## src/rtl/control_escala_pkg.sv

```systemverilog
// Shared definitions for the scale-selection control: FSM encoding, step
// direction and the button timing budgets derived from the 100 MHz clock.
package control_escala_pkg;

    localparam int unsigned CLK_HZ            = 100_000_000;
    localparam int unsigned REPEAT_DELAY_DEF  = CLK_HZ / 2;   // 0.5 s hold before auto-repeat
    localparam int unsigned REPEAT_PERIOD_DEF = CLK_HZ / 10;  // 0.1 s between repeats
    localparam int unsigned DEBOUNCE_HOLD     = CLK_HZ / 20;  // 50 ms debounce stage upstream

    typedef enum logic [1:0] {
        IDLE       = 2'd0,
        WAIT_DELAY = 2'd1,
        REPEAT     = 2'd2,
        LOCK       = 2'd3
    } estado_t;

    typedef enum logic {
        DIR_UP   = 1'b0,
        DIR_DOWN = 1'b1
    } dir_t;

endpackage

```

## src/rtl/control_escala_paso_saturado.sv

```systemverilog
// Combinational step unit: applies one up/down step to the index and
// saturates at 0 / IDX_MAX, flagging either a change or a suppressed step.
module paso_saturado
    import control_escala_pkg::*;
#(
    parameter int unsigned IDX_W   = 3,
    parameter int unsigned IDX_MAX = 7
) (
    input  logic [IDX_W-1:0] indice_i,
    input  logic             paso_i,
    input  logic             dir_i,
    output logic [IDX_W-1:0] indice_sig_c,
    output logic             cambio_c,
    output logic             limite_c
);

    always_comb begin
        indice_sig_c = indice_i;
        cambio_c     = 1'b0;
        limite_c     = 1'b0;
        if (paso_i) begin
            if (dir_i == DIR_UP) begin
                if (indice_i < IDX_W'(IDX_MAX)) begin
                    indice_sig_c = indice_i + IDX_W'(1);
                    cambio_c     = 1'b1;
                end else begin
                    limite_c = 1'b1;
                end
            end else begin
                if (indice_i != '0) begin
                    indice_sig_c = indice_i - IDX_W'(1);
                    cambio_c     = 1'b1;
                end else begin
                    limite_c = 1'b1;
                end
            end
        end
    end

endmodule

```

## src/rtl/control_escala.sv

```systemverilog
// Turns debounced up/down button levels into a saturating scale index with
// press-and-hold auto-repeat, rejecting simultaneous up+down presses.
module control_escala
    import control_escala_pkg::*;
#(
    parameter int unsigned IDX_W         = 3,
    parameter int unsigned IDX_MAX       = 7,
    parameter int unsigned IDX_RESET     = 3,
    parameter int unsigned REPEAT_DELAY  = REPEAT_DELAY_DEF,
    parameter int unsigned REPEAT_PERIOD = REPEAT_PERIOD_DEF,
    parameter int unsigned CNT_W         = 26
) (
    input  logic             clk,
    input  logic             reset,
    input  logic             btn_up,
    input  logic             btn_down,
    output logic [IDX_W-1:0] indice,
    output logic             cambio,
    output logic             limite
);

    if (IDX_RESET > IDX_MAX || 64'(IDX_MAX) >= (64'd1 << IDX_W)) begin : g_bad_idx
        $error("control_escala: need IDX_RESET <= IDX_MAX < 2**IDX_W");
    end
    if (REPEAT_DELAY < 2 || REPEAT_PERIOD < 2) begin : g_bad_timing
        $error("control_escala: REPEAT_DELAY and REPEAT_PERIOD must be >= 2");
    end
    if (64'(REPEAT_DELAY - 1) >= (64'd1 << CNT_W) ||
        64'(REPEAT_PERIOD - 1) >= (64'd1 << CNT_W)) begin : g_bad_cnt
        $error("control_escala: CNT_W too narrow for the repeat timer");
    end

    estado_t          state_q, state_d;
    dir_t             dir_q, dir_d;
    logic [CNT_W-1:0] timer_q, timer_d;
    logic [IDX_W-1:0] indice_q, indice_d;
    logic             cambio_q, cambio_d;
    logic             limite_q, limite_d;

    logic             activo_c, opuesto_c, terminal_c;
    logic             paso_c;
    dir_t             paso_dir_c;

    // Button that owns the current hold, the other one, and timer expiry
    assign activo_c   = (dir_q == DIR_UP) ? btn_up   : btn_down;
    assign opuesto_c  = (dir_q == DIR_UP) ? btn_down : btn_up;
    assign terminal_c = (state_q == WAIT_DELAY) ? (timer_q == CNT_W'(REPEAT_DELAY - 1))
                                                : (timer_q == CNT_W'(REPEAT_PERIOD - 1));

    always_ff @(posedge clk or posedge reset) begin
        if (reset) begin
            state_q <= IDLE;
            dir_q   <= DIR_UP;
            timer_q <= '0;
        end else begin
            state_q <= state_d;
            dir_q   <= dir_d;
            timer_q <= timer_d;
        end
    end

    always_comb begin
        state_d = state_q;
        dir_d   = dir_q;
        timer_d = timer_q;
        case (state_q)
            IDLE: begin
                timer_d = '0;
                if (btn_up && !btn_down) begin
                    state_d = WAIT_DELAY;
                    dir_d   = DIR_UP;
                end else if (btn_down && !btn_up) begin
                    state_d = WAIT_DELAY;
                    dir_d   = DIR_DOWN;
                end else if (btn_up && btn_down) begin
                    state_d = LOCK;
                end
            end
            WAIT_DELAY, REPEAT: begin
                if (!activo_c) begin
                    state_d = IDLE;
                    timer_d = '0;
                end else if (opuesto_c) begin
                    state_d = LOCK;
                    timer_d = '0;
                end else if (terminal_c) begin
                    state_d = REPEAT;
                    timer_d = '0;
                end else begin
                    timer_d = timer_q + CNT_W'(1);
                end
            end
            LOCK: begin
                timer_d = '0;
                if (!btn_up && !btn_down) begin
                    state_d = IDLE;
                end
            end
            default: begin
                state_d = IDLE;
                timer_d = '0;
            end
        endcase
    end

    // Step request: immediate on a clean press, then on each timer expiry
    always_comb begin
        paso_c     = 1'b0;
        paso_dir_c = dir_q;
        case (state_q)
            IDLE: begin
                if (btn_up ^ btn_down) begin
                    paso_c     = 1'b1;
                    paso_dir_c = btn_up ? DIR_UP : DIR_DOWN;
                end
            end
            WAIT_DELAY, REPEAT: begin
                paso_c = activo_c && !opuesto_c && terminal_c;
            end
            default: begin
                paso_c = 1'b0;
            end
        endcase
    end

    paso_saturado #(
        .IDX_W   (IDX_W),
        .IDX_MAX (IDX_MAX)
    ) u_paso (
        .indice_i     (indice_q),
        .paso_i       (paso_c),
        .dir_i        (paso_dir_c),
        .indice_sig_c (indice_d),
        .cambio_c     (cambio_d),
        .limite_c     (limite_d)
    );

    always_ff @(posedge clk or posedge reset) begin
        if (reset) begin
            indice_q <= IDX_W'(IDX_RESET);
            cambio_q <= 1'b0;
            limite_q <= 1'b0;
        end else begin
            indice_q <= indice_d;
            cambio_q <= cambio_d;
            limite_q <= limite_d;
        end
    end

    assign indice = indice_q;
    assign cambio = cambio_q;
    assign limite = limite_q;

endmodule

```

## config.mk

```make
export PLATFORM = sky130hd
export DESIGN_NAME = control_escala
export DESIGN_NICKNAME = d
export VERILOG_FILES = /design/src/rtl/control_escala_pkg.sv /design/src/rtl/control_escala_paso_saturado.sv /design/src/rtl/control_escala.sv
export SDC_FILE = /design/constraint.sdc
export NUM_CORES = 1
export LEC_CHECK = 0
export BUFFER_PORTS_ARGS = -buffer_cell sky130_fd_sc_hd__buf_2
export CAP_MARGIN = 20
export CORE_MARGIN = 2
export CORE_UTILIZATION = 51
export DETAILED_ROUTE_END_ITERATION = 16
export GPL_TIMING_DRIVEN = 0
export PLACE_DENSITY = 0.71
export SYNTH_ARGS = -nofsm -noshare
export SYNTH_HDL_FRONTEND = slang
export SYNTH_HIERARCHICAL = 1
export SYNTH_SLANG_ARGS = --single-unit
```

## constraint.sdc

```tcl
create_clock -name clk -period 2.5 [get_ports clk]
set_input_delay 0.5 -clock clk [delete_from_list [all_inputs] [get_ports clk]]
set_output_delay 0.5 -clock clk [all_outputs]
set_load 0.005 [all_outputs]
```

### Word-level counts from Yosys, hierarchy flattened

Index checks and enable logic that the tools add are counted.

* register bits: 34
* word-level logic and storage cells: 71
* output and inout port bits: 5

* add/subtract/negate cells: 3
* equality and inequality tests: 9
* bitwise logic cells: 1
* reductions and logical operators: 18
* multiplexer cells: 33
* magnitude comparators: 1

Operators with widths (count)
* $mux 26: 3
* $pmux 26 s2: 1
* $add 26x1->26 const B: 1
* $eq 26x24->1 const B: 1
* $eq 26x26->1 const B: 1
* $mux 1: 17
* $mux 2: 7
* $mux 3: 3
* $ne 4x4->1 const B: 2
* $logic_and 1x1->1: 6
* $pmux 2 s3: 1
* $reduce_and 3->1: 2
* $eq 2x2->1 const B: 2
* $ne 2x2->1 const B: 2
* $reduce_bool 2->1: 2
* $reduce_or 2->1: 2
* $add 3x1->3 const B: 1
* $logic_not 1->1: 3
* $lt 3x3->1 const B: 1
* $reduce_bool 3->1: 1
* $sub 3x1->3 const B: 1
* $eq 2x1->1 const B: 1
* $logic_not 2->1: 1
* $pmux 1 s2: 1
* other kinds (2): 2

### Logic depth before layout (Yosys ltp)

* depth in word-level cells: 6
* mapped depth: 10
* mapped depth without buffers: 10

### Cells and area by module

The synthesis kept the hierarchy.

Modules (own cells, without submodules)
* control_escala: times used 1, cells an instance 183, area an instance 1821.7 µm²
* paso_saturado: times used 1, cells an instance 26, area an instance 185.2 µm²

### Worst setup path before layout

No wires, ideal clock.

* path type: flip-flop to flip-flop
* start: register state_q[1]
* end: register indice_q[0] (netlist: indice[0])
* stages on the path, launching flop included: 11
* setup time: 0.073 ns
* path buffers: 0
* arrival time: 2.138 ns
* required time: 2.427 ns
* slack: 0.288 ns
* clock period less this slack: 2.212 ns
* cell sequence: dfrtp_1 inv_1 ha_1 and4b_2 nand4_2 a2111oi_4 nand2b_1 a21oi_1 nor2b_1 o21ai_0 o21bai_1

* word-level cells in the longest chain between the ends: 5
* elaborated cells on any way between the ends: 12
* classes of those cells: eq/ne: 3; mux: 4; reduce/logical: 5

RTL lines
* start: declaration: RTL line control_escala.sv:33 `estado_t state_q, state_d;`
* start signal: assignment: RTL line control_escala.sv:56 `state_q <= state_d;`
* $eq 2x1->1: RTL line control_escala.sv:47, control_escala.sv:110
* $mux 1: RTL line control_escala.sv:47 `assign terminal_c = (state_q == WAIT_DELAY) ? (timer_q == CNT_W'(REPEAT_DELAY - 1))`
* $logic_and 1x1->1: RTL line control_escala.sv:118 `paso_c = activo_c && !opuesto_c && terminal_c;`
* $pmux 1 s2 *: RTL line control_escala.sv:110 `case (state_q)`
* via paso_c: RTL line control_escala.sv:41 `logic paso_c;`
* $reduce_and 3->1 (no source line) *
* end signal: assignment: RTL line control_escala.sv:140 `indice_q <= IDX_W'(IDX_RESET);`
* end signal: assignment: RTL line control_escala.sv:144 `indice_q <= indice_d;`
* end: declaration: RTL line control_escala.sv:36 `logic [IDX_W-1:0] indice_q, indice_d;`

Mark *: on every way through the listed nets, which the timed path passes. The rest lies on a longest branch.
A chain may end at the register's enable or synchronous reset.

### Worst setup path after layout

Same ends and word-level chain as after synthesis.

==> summary by stage <==
Timing
Timing would allow up to 439 MHz. The total of endpoints with negative setup slack in the final report is 0. The slew at the pin with the worst max-slew slack is 0.767 ns. The number of failing hold endpoints at the final stage was 0. The final-report max-slew violation count came to 0. The smallest clock period supported by the final layout is computed as 2.28 ns. The setup skew after layout is 0.00382 ns. The slack of the critical path is 0.223 ns. The remaining max-slew budget at the tightest pin is 48.8%. The share of the clock period used by the worst path is 91.1%.

Setup repair after global routing left no endpoint under its margin.

GRT
Global routing used 25.3% of the available met1 tracks. For met3 alone, demand over resource in global routing was 5.07%. Global routing used 18.8% of the available tracks. The maximum number of pins on one net before global-route repair is 19.

The number of global-route vias before repair is 1,374. Global routing finished with a remaining overflow of 0. The number of antenna violations at the first check in global routing is 0.

For met2 alone, demand over resource in global routing was 28.7%. The wire length of the first global-routing pass is 6250 um. The most utilized layer in the global route result is met2.

Route
The routed via count is 1,464. After detailed routing, the number of remaining DRC violations is 0. The length of the first detailed-routing pass in iterations is 4. The final wirelength is 3610 um. In the final routed layout, each cell accounts on average for 13.1 um.

In this run the remaining antenna-violating nets after routing total 0. Dividing the detail-routed via count by the number of cells gives 5.32. The count of routing violations after the opening detailed-route iteration is 84.

Setup path
The type of destination of the critical path is a flip-flop. The slowest stage of the critical path is the dfrtp_1 cell. By startpoint and endpoint, the worst setup path is classified as flip-flop to flip-flop. In this design, the stage delay of the slowest critical-path cell is 0.41 ns. STA puts the critical path data arrival time at 2.49 ns. The kind of start point of the critical path is a flip-flop.

The beginning of the worst register-to-register path is state_q[1]$_DFFE_PP0P_. Setup slack on the worst reg-to-reg path comes out at 0.22 ns. Measured in cells, the most critical reg-to-reg path has a length of 10. The critical path data required time is 2.71 ns. The endpoint identified for the worst register-to-register timing path is indice[0]$_DFF_PP1_.

The maximum fanout count along the critical path is 5. Walking the worst path, the cells encountered are inv_1 -> ha_1 -> and4b_2 -> nand4_2 -> a2111oi_4 -> nand2b_1 -> a21oi_4 -> nor2b_1 -> o21ai_0 -> o21bai_1. The launching element of the worst setup path is state_q[1]$_DFFE_PP0P_.

Power and ir drop
The internal power is 1.09 mW. The combinational share of power is 33.7%. In this run switching power makes up 33.5% of total power.

The maximum ir drop on the vdd rail is 0.393 mV. Of the total power, the clock network draws 25.0%. The leakage power of the design is 0.947 nW.

The sequential share of power is 41.3%. The power spent charging and discharging nets is 550 uW. Total power for the finished layout comes to 1.64 mW. The power density over the cells is 732 nW/um^2.

Cells and area
Cells with a size suffix above 1 make up 13.7% of the layout. The finished layout holds 275 standard cells, fillers aside. The fill cell total of the finished layout is 332.

Measured on the finished design, the core utilization comes to 60.4%. The total inserted antenna cells is 0. Relative to the synthesized area, the layout overhead comes to 11.8%. In the final design database the tool counted 242 nets.

Yosys
The biggest area contributor in the post-synthesis netlist is dfrtp_1. The average instance in the mapped netlist occupies 9.60 sq um. The cell with the most instances after synthesis is nor2_1. The synthesized net count is 225. Sorting the synthesized cells by how often they occur yields nor2_1, dfrtp_1, xnor2_1. Sequential cells were found to cover 42.5% of the synthesized design area. Counting flops with a built-in enable in the synthesized netlist gives 0. The share of the synthesized area in the top cell type is 39.9%. The summed instance area of the synthesized netlist is 2010 sq um. The async set or reset register ratio after synthesis is 100%. The synthesized netlist cell count is 209.

The flop and latch count out of synthesis is 34. The count of cell types in the netlist is 44. The Yosys step of the flow raised 6 warnings. In the synthesized netlist the dominant register cell turns out to be dfrtp_1.

By area the synthesized netlist is led by dfrtp_1, ha_1, xnor2_1.

Outcome
The run finished with clean final reports.

Floorplan
The chip height is 66.7 um. The total area inside the core boundary comes to 3720 sq um. The initial cell density of the core is 54.0%. From left edge to right edge, the die measures 66.7 um.

The I/O pin count is 9. The floorplan step defined a die boundary enclosing 4450 sq um. Row generation in the floorplan step produced 22 rows.

CTS
The cell sitting at the root of the clock tree is a clkbuf_8. The maximum buffer depth of the clock tree is 2. The quantity of hold-fixing buffers added after cts is 0.

TritonCTS created 5 clock buffers. TritonCTS built the clock tree. The clock sink count is 34.

After clock tree synthesis, the clock-pin slew on the worst setup and hold paths is 0.07 ns. For the worst-skew pair, the clock arrives at the later sink with an insertion delay of 0.28 ns. The deepest level of the CTS H-tree is 2.

Run
Max-cap violations in this run came to 0.

Place
Buffers placed on the I/O ports in this run total 8. At the end of routability-driven placement, the weighted congestion stood at 0.806. After detailed placement, the design holds a cell count of 266. The detailed placement HPWL is 2620 um. The minimum setup slack after placement is -0.0646 ns.

Hold path
The min-delay analysis places its worst path in the category primary input to asynchronous set/reset pin.
==> power by group through the flow <==
stage	Sequential [mW]	Combinational, mW	Clock [mW]
6_report	0.679	0.554	0.411
5_1_grt	0.690	0.623	0.454
4_1_cts	0.679	0.538	0.425
3_5_place_dp	0.689	0.530	0
3_3_place_gp	0.685	0.514	0
2_1_floorplan	0.677	0.410	0
==> how the worst max path moves through the flow <==
stage	to	slack (ns)	cells past startpoint
floorplan	indice[0]$_DFF_PP1_	0.29	10
global placement	indice[0]$_DFF_PP1_	0.004	10
detailed placement	indice[0]$_DFF_PP1_	-0.06	10
CTS	indice[0]$_DFF_PP1_	0.07	10
global route	indice[0]$_DFF_PP1_	0.004	9
finish	indice[0]$_DFF_PP1_	0.22	10
==> per-layer routing <==
metal / vias to the layer above / share of wire [%]
li1: 747 / -
met1: 691 / 51
met2: 24 / 46
met3: 2 / 2.4
met4: 0 / 0.53
met5: - / 0
==> cells in the final DEF (no fill, tap or decap), types with 7 or more instances in the layout <==
cell type	instances
ha_1	12
xnor2_1	17
inv_1	12
nor2_1	33
buf_2	9
nand2_1	13
nand3_1	9
xor2_1	7
dfrtp_1	32
==> per-stage QoR <==
step	hold slack (ns)	setup TNS [ns]	instance area [sq um]
after floorplan	0.443	0	2010
after global placement	0.471	0	2110
after detailed placement	0.476	-0.0924	2130
after CTS	0.373	0	2230
after global routing	0.403	0	2240
final	0.349	0	2240
==> final cells by class <==
type	count	area [sq um]	area share, %
Multi-Input combinational cell	159	1070	47.8
Sequential cell	34	853	38.0
Clock buffer	7	86.3	3.85
Timing Repair Buffer	10	75.1	3.34
Tap cell	48	60.1	2.68
Buffer	4	46.3	2.06
Inverter	12	45.0	2.01
Clock inverter	1	5.00	0.223
==> repair_timing <==
item,CTS,global route
endpoints found under the setup margin,2,3
resized for setup,1,1
pin swaps,0,2
buffers inserted,0,1
==> logic make-up (layout without fill, tap and decap cells) <==
family          Yosys count  in the layout  synth area share, %
mux                       3              3                 1.56
compound gates           21             21                 7.48
buf+inv                  16             34                 4.55
simple gates             99             99                 25.9
xor+xnor                 24             24                 10.5
fa+ha+maj                12             12                 7.48
flops                    34             34                 42.5
==> state kept, by name, summed over array words and instances (netlist names) <==
name and cells:
dir_q 1, limite 1, state_q 2, timer_q 26
cambio 1, indice 3
==> worst max-delay path: cells and delay by family (launching register included) <==
kind            cells  cell delay (ns)
compound gates      4             0.79
fa+ha+maj           1             0.20
buf+inv             1             0.13
flops               1             0.41
simple gates        4             0.68
Note: power is estimated with default switching activity, not from simulation.
